## src/rtl/div_ctrl_pkg.sv

```systemverilog
// Shared definitions for the M-extension divide sequencer: funct3 encodings and FSM states.
package div_ctrl_pkg;

    localparam logic [2:0] F3_DIV  = 3'b100;
    localparam logic [2:0] F3_DIVU = 3'b101;
    localparam logic [2:0] F3_REM  = 3'b110;
    localparam logic [2:0] F3_REMU = 3'b111;

    typedef enum logic [1:0] {
        ST_IDLE = 2'd0,
        ST_WAIT = 2'd1,
        ST_DONE = 2'd2
    } state_t;

endpackage

```

## src/rtl/div_ctrl.sv

```systemverilog
// Sequences DIV/DIVU/REM/REMU around an external unsigned divider: sign handling,
// divide-by-zero and signed-overflow short cuts, and one-cycle writeback.
//
// state | meaning
// IDLE  | waiting for an M-extension divide/remainder op
// WAIT  | request held to the divider until its ready pulse
// DONE  | result presented on valid_o for one cycle
import div_ctrl_pkg::*;

module div_ctrl #(
    parameter int XLEN = 32
) (
    input  logic              clk_i,
    input  logic              rst_i,
    input  logic              valid_i,
    input  logic [2:0]        funct3_i,
    input  logic [XLEN-1:0]   rs1_i,
    input  logic [XLEN-1:0]   rs2_i,
    input  logic [4:0]        rd_addr_i,
    input  logic              flush_i,
    output logic              busy_o,
    output logic              div_req_o,
    output logic [XLEN-1:0]   div_a_o,
    output logic [XLEN-1:0]   div_b_o,
    input  logic              div_ready_i,
    input  logic [2*XLEN-1:0] div_result_i,
    output logic              valid_o,
    output logic [XLEN-1:0]   result_o,
    output logic [4:0]        rd_addr_o
);

    localparam logic [XLEN-1:0] MIN_NEG = {1'b1, {(XLEN-1){1'b0}}};
    localparam logic [XLEN-1:0] ONE     = {{(XLEN-1){1'b0}}, 1'b1};

    state_t          state, state_n;
    logic            accept, capture, special;
    logic            is_unsigned, is_rem, div_zero, ovf;
    logic [XLEN-1:0] abs_a, abs_b, special_result, fix_result;
    logic [XLEN-1:0] quot, rem;

    logic            rem_q, unsigned_q, sign_a_q, sign_b_q;
    logic [XLEN-1:0] mag_a_q, mag_b_q, result_q;
    logic [4:0]      rd_q;

    always_comb begin
        is_unsigned = (funct3_i == F3_DIVU) || (funct3_i == F3_REMU);
        is_rem      = (funct3_i == F3_REM)  || (funct3_i == F3_REMU);
        div_zero    = (rs2_i == '0);
        ovf         = !is_unsigned && (rs1_i == MIN_NEG) && (rs2_i == '1);
        special     = div_zero || ovf;
        abs_a       = (!is_unsigned && rs1_i[XLEN-1]) ? (~rs1_i + ONE) : rs1_i;
        abs_b       = (!is_unsigned && rs2_i[XLEN-1]) ? (~rs2_i + ONE) : rs2_i;
        if (div_zero)
            special_result = is_rem ? rs1_i : '1;
        else
            special_result = is_rem ? '0 : MIN_NEG;
    end

    // Quotient sign follows the operand-sign XOR; remainder follows the dividend.
    always_comb begin
        quot = div_result_i[XLEN-1:0];
        rem  = div_result_i[2*XLEN-1:XLEN];
        if (rem_q)
            fix_result = (!unsigned_q && sign_a_q) ? (~rem + ONE) : rem;
        else
            fix_result = (!unsigned_q && (sign_a_q ^ sign_b_q)) ? (~quot + ONE) : quot;
    end

    always_ff @(posedge clk_i or negedge rst_i) begin
        if (!rst_i)
            state <= ST_IDLE;
        else
            state <= state_n;
    end

    always_comb begin
        state_n   = state;
        accept    = 1'b0;
        capture   = 1'b0;
        busy_o    = (state != ST_IDLE);
        div_req_o = (state == ST_WAIT);
        valid_o   = (state == ST_DONE) && !flush_i;
        case (state)
            ST_IDLE: begin
                if (valid_i && funct3_i[2]) begin
                    accept  = 1'b1;
                    state_n = special ? ST_DONE : ST_WAIT;
                end
            end
            ST_WAIT: begin
                if (div_ready_i) begin
                    capture = 1'b1;
                    state_n = ST_DONE;
                end
            end
            ST_DONE: state_n = ST_IDLE;
            default: state_n = ST_IDLE;
        endcase
        if (flush_i) begin
            state_n = ST_IDLE;
            accept  = 1'b0;
            capture = 1'b0;
        end
    end

    always_ff @(posedge clk_i or negedge rst_i) begin
        if (!rst_i) begin
            rem_q      <= 1'b0;
            unsigned_q <= 1'b0;
            sign_a_q   <= 1'b0;
            sign_b_q   <= 1'b0;
            mag_a_q    <= '0;
            mag_b_q    <= '0;
            result_q   <= '0;
            rd_q       <= '0;
        end else if (accept) begin
            rem_q      <= is_rem;
            unsigned_q <= is_unsigned;
            sign_a_q   <= !is_unsigned && rs1_i[XLEN-1];
            sign_b_q   <= !is_unsigned && rs2_i[XLEN-1];
            mag_a_q    <= abs_a;
            mag_b_q    <= abs_b;
            rd_q       <= rd_addr_i;
            if (special)
                result_q <= special_result;
        end else if (capture) begin
            result_q <= fix_result;
        end
    end

    assign div_a_o   = mag_a_q;
    assign div_b_o   = mag_b_q;
    assign result_o  = result_q;
    assign rd_addr_o = rd_q;

endmodule

```

## config.mk

```make
export PLATFORM = sky130hd
export DESIGN_NAME = div_ctrl
export DESIGN_NICKNAME = d
export VERILOG_FILES = /design/src/rtl/div_ctrl_pkg.sv /design/src/rtl/div_ctrl.sv
export SDC_FILE = /design/constraint.sdc
export NUM_CORES = 1
export LEC_CHECK = 0
export ABC_AREA = 1
export ABC_CLOCK_PERIOD_IN_PS = 1800
export BUFFER_PORTS_ARGS = -buffer_cell sky130_fd_sc_hd__buf_2
export CAP_MARGIN = 20
export CORE_UTILIZATION = 54
export DETAILED_ROUTE_END_ITERATION = 12
export GPL_TIMING_DRIVEN = 0
export PLACE_DENSITY = 0.79
export SYNTH_ARGS = -nofsm -noshare
export SYNTH_HDL_FRONTEND = slang
export SYNTH_SLANG_ARGS = --single-unit
```

## constraint.sdc

```tcl
create_clock -name clk_i -period 1.8 [get_ports clk_i]
set_input_delay 0.18 -clock clk_i [delete_from_list [all_inputs] [get_ports clk_i]]
set_output_delay 0.18 -clock clk_i [all_outputs]
set_load 0.005 [all_outputs]
```

==> results of run 1 <==
[sequential cells by signal, indices dropped and copies added, names as in the netlist, 2 cells and up]
| register | flops |
|---|---|
| div_a_o | 32 |
| div_b_o | 32 |
| result_o | 32 |
| rd_addr_o | 5 |
| state | 2 |
[kinds of logic (layout without fill, tap and decap cells)]
group | after synthesis | in the layout | synth area share (%)
flip-flops | 107 | 107 | 31.25
AO/OA/AOI/OAI | 189 | 189 | 12.17
XOR/XNOR | 43 | 43 | 4.396
other | 0 | 1 | 0
adder cells (fa/ha/maj) | 5 | 5 | 0.7302
AND/OR/NAND/NOR | 877 | 877 | 43.45
buffers and inverters | 165 | 445 | 8.004
[metal layers]
| layer | up-vias | track usage [%] | share of wire (%) | routed length (um) |
|---|---|---|---|---|
| met5 | - | 0 | 0 | 0 |
| met4 | 0 | 17.16 | 4.0 | 1265 |
| met3 | 87 | 9.933 | 10 | 3329 |
| met2 | 593 | 61.99 | 45 | 14340 |
| met1 | 4788 | 49.40 | 41 | 13010 |
| li1 | 5038 | - | - | - |
[worst paths after layout]
| check | from | to | slack [ns] | cells after the start |
|---|---|---|---|---|
| min | rd_addr_i[4] | rd_addr_o[4] | 0.005 | 3 |
| min in group asynchronous | rst_i | result_o[5] | 0.34 | 2 |
| max in group asynchronous | rst_i | rd_addr_o[3] | 0.73 | 3 |
| max | sign_a_q | result_o[18] | 0.002 | 13 |
| max reg2reg | sign_a_q | result_o[18] | 0.002 | 13 |
| min reg2reg | div_b_o[26] | div_b_o[26] | 0.48 | 2 |
[layout by cell type (no fill, tap or decap), types with 11 or more instances in the layout]
cell	instances
a21oi_1	29
buf_2	255
buf_4	24
buf_6	13
clkbuf_1	11
dfrtp_1	107
inv_1	105
nand2_1	434
nand2_2	14
nand3_1	119
nand4_1	31
nor2_1	202
nor2_4	13
nor3_1	14
o21ai_0	97
o21ai_1	19
xor2_1	33
[critical path: stages, from the launching register on]
cell and delay [ns]:
dfrtp_1 0.43, nand2_1 0.09, nand2_2 0.06, nor2_4 0.22, buf_4 0.16, buf_6 0.11, o21ai_2 0.09, nand3b_1 0.10
nand3_1 0.07, o21ai_1 0.15, nand2_1 0.09, nand2_1 0.06, nand2_1 0.04, nand2_1 0.05
[area by class of cell]
type	instances	area, um^2	area share (%)
Multi-Input combinational cell	1114	5416	50.06
Clock inverter	3	22.52	0.2082
Inverter	114	430.4	3.978
Clock buffer	13	260.3	2.405
Antenna cell	1	2.502	0.02313
Buffer	49	321.6	2.972
Sequential cell	107	2678	24.75
Tap cell	211	264.0	2.440
Timing Repair Buffer	266	1424	13.16
[through the flow]
step | hold slack, ns | worst slack [ns] | power (mW)
after floorplan | -0.1156 | 0.1826 | 5.647
after global placement | 0.3750 | -0.7200 | 7.281
after detailed placement | 0.1750 | -0.7753 | 7.390
after CTS | 0.003684 | 0.0007101 | 9.414
after global routing | 0.01501 | -0.08658 | 10.29
final | 0.005312 | 0.002184 | 9.677
[power by group through the flow]
stage               clock, mW  sequential [mW]  combinational [mW]
global placement            0             3.44                3.84
finish                   1.94             3.45                4.28
detailed placement          0             3.47                3.92
global route             2.02             3.51                4.75
CTS                      1.95             3.44                4.03
floorplan                   0             3.49                2.16
[timing repair]
item / in CTS / in global routing
gates cloned: 0 / 2
setup endpoints to repair: 107 / 104
hold buffers: 1 / 0
buffers inserted: 6 / 12
pin swaps: 1 / 14
gates resized for setup: 57 / 69
hold endpoints to repair: 37 / 0
==> impl_metrics.csv, run 1 <==
group,metric,value,unit
sta,grt_setup_unrepaired,"true",
floorplanning,initial_core_util,55.94,%
placed_design,gp_congestion,0.9853,
finish,area_growth,26.29,%
yosys,ys_warn_count,0,
critical_path,critPathKind,"flop to flop",
critical_path,arrival,2.09,ns
sta,hold_viol,0,
sta,tns,0,ns
yosys,synth-edff-count,0,
grt,grt_pass1_wl,48370,um
floorplanning,row_count,45,
clock_tree,cts_sinks,107,
yosys,syn_area,8567,um^2
clock_tree,tritoncts,"done",
critical_path,required,2.10,ns
yosys,synth_area_leaders,"dfrtp_1 (31%), nand2_1 (20%), nor2_1 (9.4%)",
clock_tree,cts.path.max_buffers,2,
min_path,hold_class,"input pin to flop",
placed_design,dpl-instance-area,10080,um^2
yosys,syn_nets,1532,
yosys,synthArstFlopShare,100.0,%
drt,wirelength,31950,um
sta,finalCriticalPeriod,1.798,ns
drt,drc_errors,0,
pwr,irDropWorstVdd,0.6676,mV
flow_run,max_cap_viol_count,0,
yosys,syn_area_per_cell,6.181,um^2
grt,grt_util_all_layers,38.72,%
floorplanning,core-area,15310,um^2
drt,vias_per_cell,5.594,
clock_tree,htreeDepth,3,
pwr,power_frac_seq,35.7,%
yosys,synth_area_leader_cell,"dfrtp_1",
finish,nNetsFinal,1807,
grt,grt_max_degree,71,
placed_design,port_buffers,244,
pwr,p_per_area,894.4,nW/um^2
critical_path,crit_path_max_fanout,7,
yosys,synthFlopType,"dfrtp_1",
yosys,postSynthCellCount,1386,
sta,skew,0.009265,ns
pwr,p_int,5.778,mW
drt,ant_nets,0,
pwr,switching_share,40.29,%
yosys,synth_top_area_share,31.25,%
sta,worst_slew_pin_slew,0.5722,ns
grt,grt_pass1_vias,9511,
finish,drive_gt1_share,24.13,%
sta,fmax,0.5562,GHz
outcome,outcome,"finished, final reports clean",
finish,fillers,1432,
sta,relSlewSlack,61.86,%
clock_tree,clkTransAtPathRegs,0.07,ns
drt,dr.first_iter.drc_count,1026,
sta,finalSetupViolCount,0,
yosys,seq_area_frac_synth,31.25,%
pwr,p_clk_share,20.1,%
clock_tree,clock_latency,0.36,ns
drt,vias,10510,
floorplanning,ios,245,
grt,antenna_found_initial,0,
clock_tree,root_buffer,"clkbuf_16",
floorplanning,die_y,128.0,um
floorplanning,die_area,16370,um^2
pwr,leakagePower,5.743,nW
sta,fin_crit_sh,99.88,%
finish,fin_area,10820,um^2
pwr,p_comb_share,44.2,%
placed_design,hpwlAfterDp,24960,um
sta,finalMaxSlewViolations,0,
floorplanning,die_w,128.0,um
yosys,synth-seq-cells,107,
finish,fin_util,70.65,%
critical_path,startpoint_type,"flop",
pwr,p_switching,3.899,mW
finish,final_cells,1878,
drt,wl_per_cell,17.01,um
drt,first_pass_iters,6,
placed_design,dp_cells,1842,
yosys,synth_most_common_cell,"nand2_1",
clock_tree,numCtsBuffers,9,
critical_path,endpoint_kind,"flop",
grt,grt-ovfl-total,0,
yosys,synth_cell_type_count,43,
yosys,ys_top_cells_by_count,"nand2_1 (447), nor2_1 (215), nand3_1 (123)",
Power figures use the tool's default switching activity.
==> run 2, diff against run 1 <==
- ABC_CLOCK_PERIOD_IN_PS: 1800 -> 1500
- CORE_UTILIZATION: 54 -> 48
- PLACE_DENSITY: 0.79 -> 0.75
- clock period: 1.8 -> 1.5 ns (I/O delays scaled with it)
==> run 2 against run 1 <==
Effect of this change:
- the flow now finishes with violations (setup timing)
- power is 38% higher
- sequential share of layout area is 3.6 points lower
- worst hold slack better by 0.029 ns
- sequential cell count stayed put
- combinational power is 50% higher
- final cell count is 2.3% higher
- setup slack worse by 0.35 ns
- fmax is 2.7% lower
- register-to-register slack worse by 0.35 ns
- global-route usage is 1.7 points lower
- critical endpoint is now result_o[28]
- largest cell class unchanged
==> impl_metrics.csv, run 2 (same netlist as run 1, synthesis figures left out) <==
group,metric,value,unit
placed_design,port_buffers,244,
pwr,switching_share,40.38,%
drt,ant_nets,0,
clock_tree,cts_sinks,107,
clock_tree,htreeDepth,3,
grt,grt-ovfl-total,0,
sta,finalMaxSlewViolations,0,
critical_path,arrival,2.10,ns
pwr,p_int,7.947,mW
drt,dr.first_iter.drc_count,1112,
grt,antenna_found_initial,2,
grt,grt_util_all_layers,37.04,%
grt,grt_max_degree,66,
drt,drc_errors,0,
sta,worst_slew_pin_slew,0.6135,ns
drt,vias,11230,
pwr,finalPower,13.33,mW
finish,area_growth,47.64,%
floorplanning,row_count,48,
critical_path,endpoint_kind,"flop",
finish,fillers,1409,
sta,fmax,0.5415,GHz
floorplanning,core-area,17360,um^2
outcome,outcome,"complete, but fails checks",
pwr,p_clk_share,19.6,%
drt,wl_per_cell,19.69,um
pwr,p_per_area,1054,nW/um^2
placed_design,hpwlAfterDp,26150,um
clock_tree,cts.path.max_buffers,2,
sta,tns,-14.83,ns
sta,grt_setup_unrepaired,"true",
pwr,power_frac_seq,32.3,%
grt,grt_pass1_wl,51830,um
pwr,leakagePower,6.379,nW
sta,relSlewSlack,59.10,%
floorplanning,die_y,135.6,um
clock_tree,root_buffer,"clkbuf_16",
placed_design,gp_congestion,0.9523,
sta,finalSetupViolCount,105,
critical_path,startpoint_type,"flop",
pwr,p_switching,5.383,mW
pwr,irDropWorstVdd,0.7517,mV
outcome,violations,"setup timing",
sta,fin_crit_sh,123.1,%
drt,vias_per_cell,5.848,
finish,nNetsFinal,1837,
finish,layout_commonest_cell,"nand2_1",
sta,hold_viol,0,
grt,grt_pass1_vias,9818,
floorplanning,initial_core_util,49.36,%
clock_tree,clock_latency,0.36,ns
sta,finalCriticalPeriod,1.847,ns
clock_tree,numCtsBuffers,9,
min_path,hold_class,"input pin to flop",
clock_tree,clkTransAtPathRegs,0.07,ns
critical_path,crit_path_max_fanout,8,
critical_path,critPathKind,"flop to flop",
sta,setup_ws,-0.3469,ns
floorplanning,die_w,135.6,um
drt,first_pass_iters,9,
clock_tree,tritoncts,"done",
sta,skew,0.008685,ns
pwr,p_comb_share,48.1,%
floorplanning,die_area,18390,um^2
finish,drive_gt1_share,35.87,%
floorplanning,ios,245,
flow_run,max_cap_viol_count,0,
drt,wirelength,37830,um
finish,final_cell_mix,"nand2_1 (345), buf_2 (250), nor2_1 (193)",
critical_path,required,1.76,ns
[run 2: power groups by stage]
stage | combinational, mW | sequential [mW] | clock [mW]
after detailed placement | 4.79 | 4.15 | 0
final | 6.40 | 4.31 | 2.62
after CTS | 5.50 | 4.12 | 2.61
after global placement | 4.71 | 4.14 | 0
after global routing | 6.94 | 4.38 | 2.70
after floorplan | 2.61 | 4.19 | 0
[run 2: per-stage QoR]
step | setup WS, ns | area (um^2) | utilization, % | hold WS (ns) | std cells
finish | -0.3469 | 12650 | 72.87 | 0.03471 | 1921
global route | -0.3477 | 12650 | 72.86 | 0.04956 | 1920
CTS | -0.2278 | 11540 | 66.49 | 0.02481 | 1905
global placement | -1.032 | 10160 | 58.55 | 0.3437 | 1855
detailed placement | -1.048 | 10190 | 58.72 | 0.1922 | 1856
floorplan | -0.02631 | 8660 | - | -0.1456 | 1386
[run 2: what timing repair did]
| action | CTS | global route |
|---|---|---|
| hold buffers | 6 | 0 |
| hold endpoints to repair | 47 | 0 |
| gates resized for setup | 226 | 262 |
| pin swaps | 23 | 65 |
| endpoints found under the setup margin | 107 | 108 |
| gates cloned | 9 | 12 |
| setup buffers | 19 | 8 |
[run 2: per-layer routing]
layer,vias up,share of wire [%],track usage [%]
li1,5094,-,-
met1,5275,39,48.24
met2,689,46,61.28
met3,174,10,8.792
met4,2,4.5,9.426
met5,-,0.032,0
[run 2: critical path, cell delays in order (launching register included)]
cell	delay (ns)
dfrtp_1	0.46
nor2_1	0.27
nand3_1	0.33
nand2_4	0.21
nand2_8	0.11
buf_12	0.16
nor2_4	0.14
a21oi_2	0.07
[run 2: final timing paths]
path | from | endpoint | slack [ns] | cells past startpoint
min | rd_addr_i[0] | rd_addr_o[0] | 0.03 | 3
max in group asynchronous | rst_i | result_o[19] | 0.37 | 3
max | state[1] | result_o[28] | -0.35 | 7
max reg2reg | state[1] | result_o[28] | -0.35 | 7
min reg2reg | div_b_o[11] | div_b_o[11] | 0.48 | 2
min in group asynchronous | rst_i | div_b_o[23] | 0.32 | 2
[run 2: final cells by class]
class                   instances  area (um^2)  area share (%)
diodes                          1        2.502         0.01978
plain buffers                  49        629.4           4.976
clock buffers                  13        250.2           1.978
clock inverters                 2        60.06          0.4748
inverters                     114        450.4           3.561
multi-input cells            1114         6270           49.57
flip-flops and latches        107         2679           21.18
well taps                     225        281.5           2.226
repair buffers                296         2026           16.02
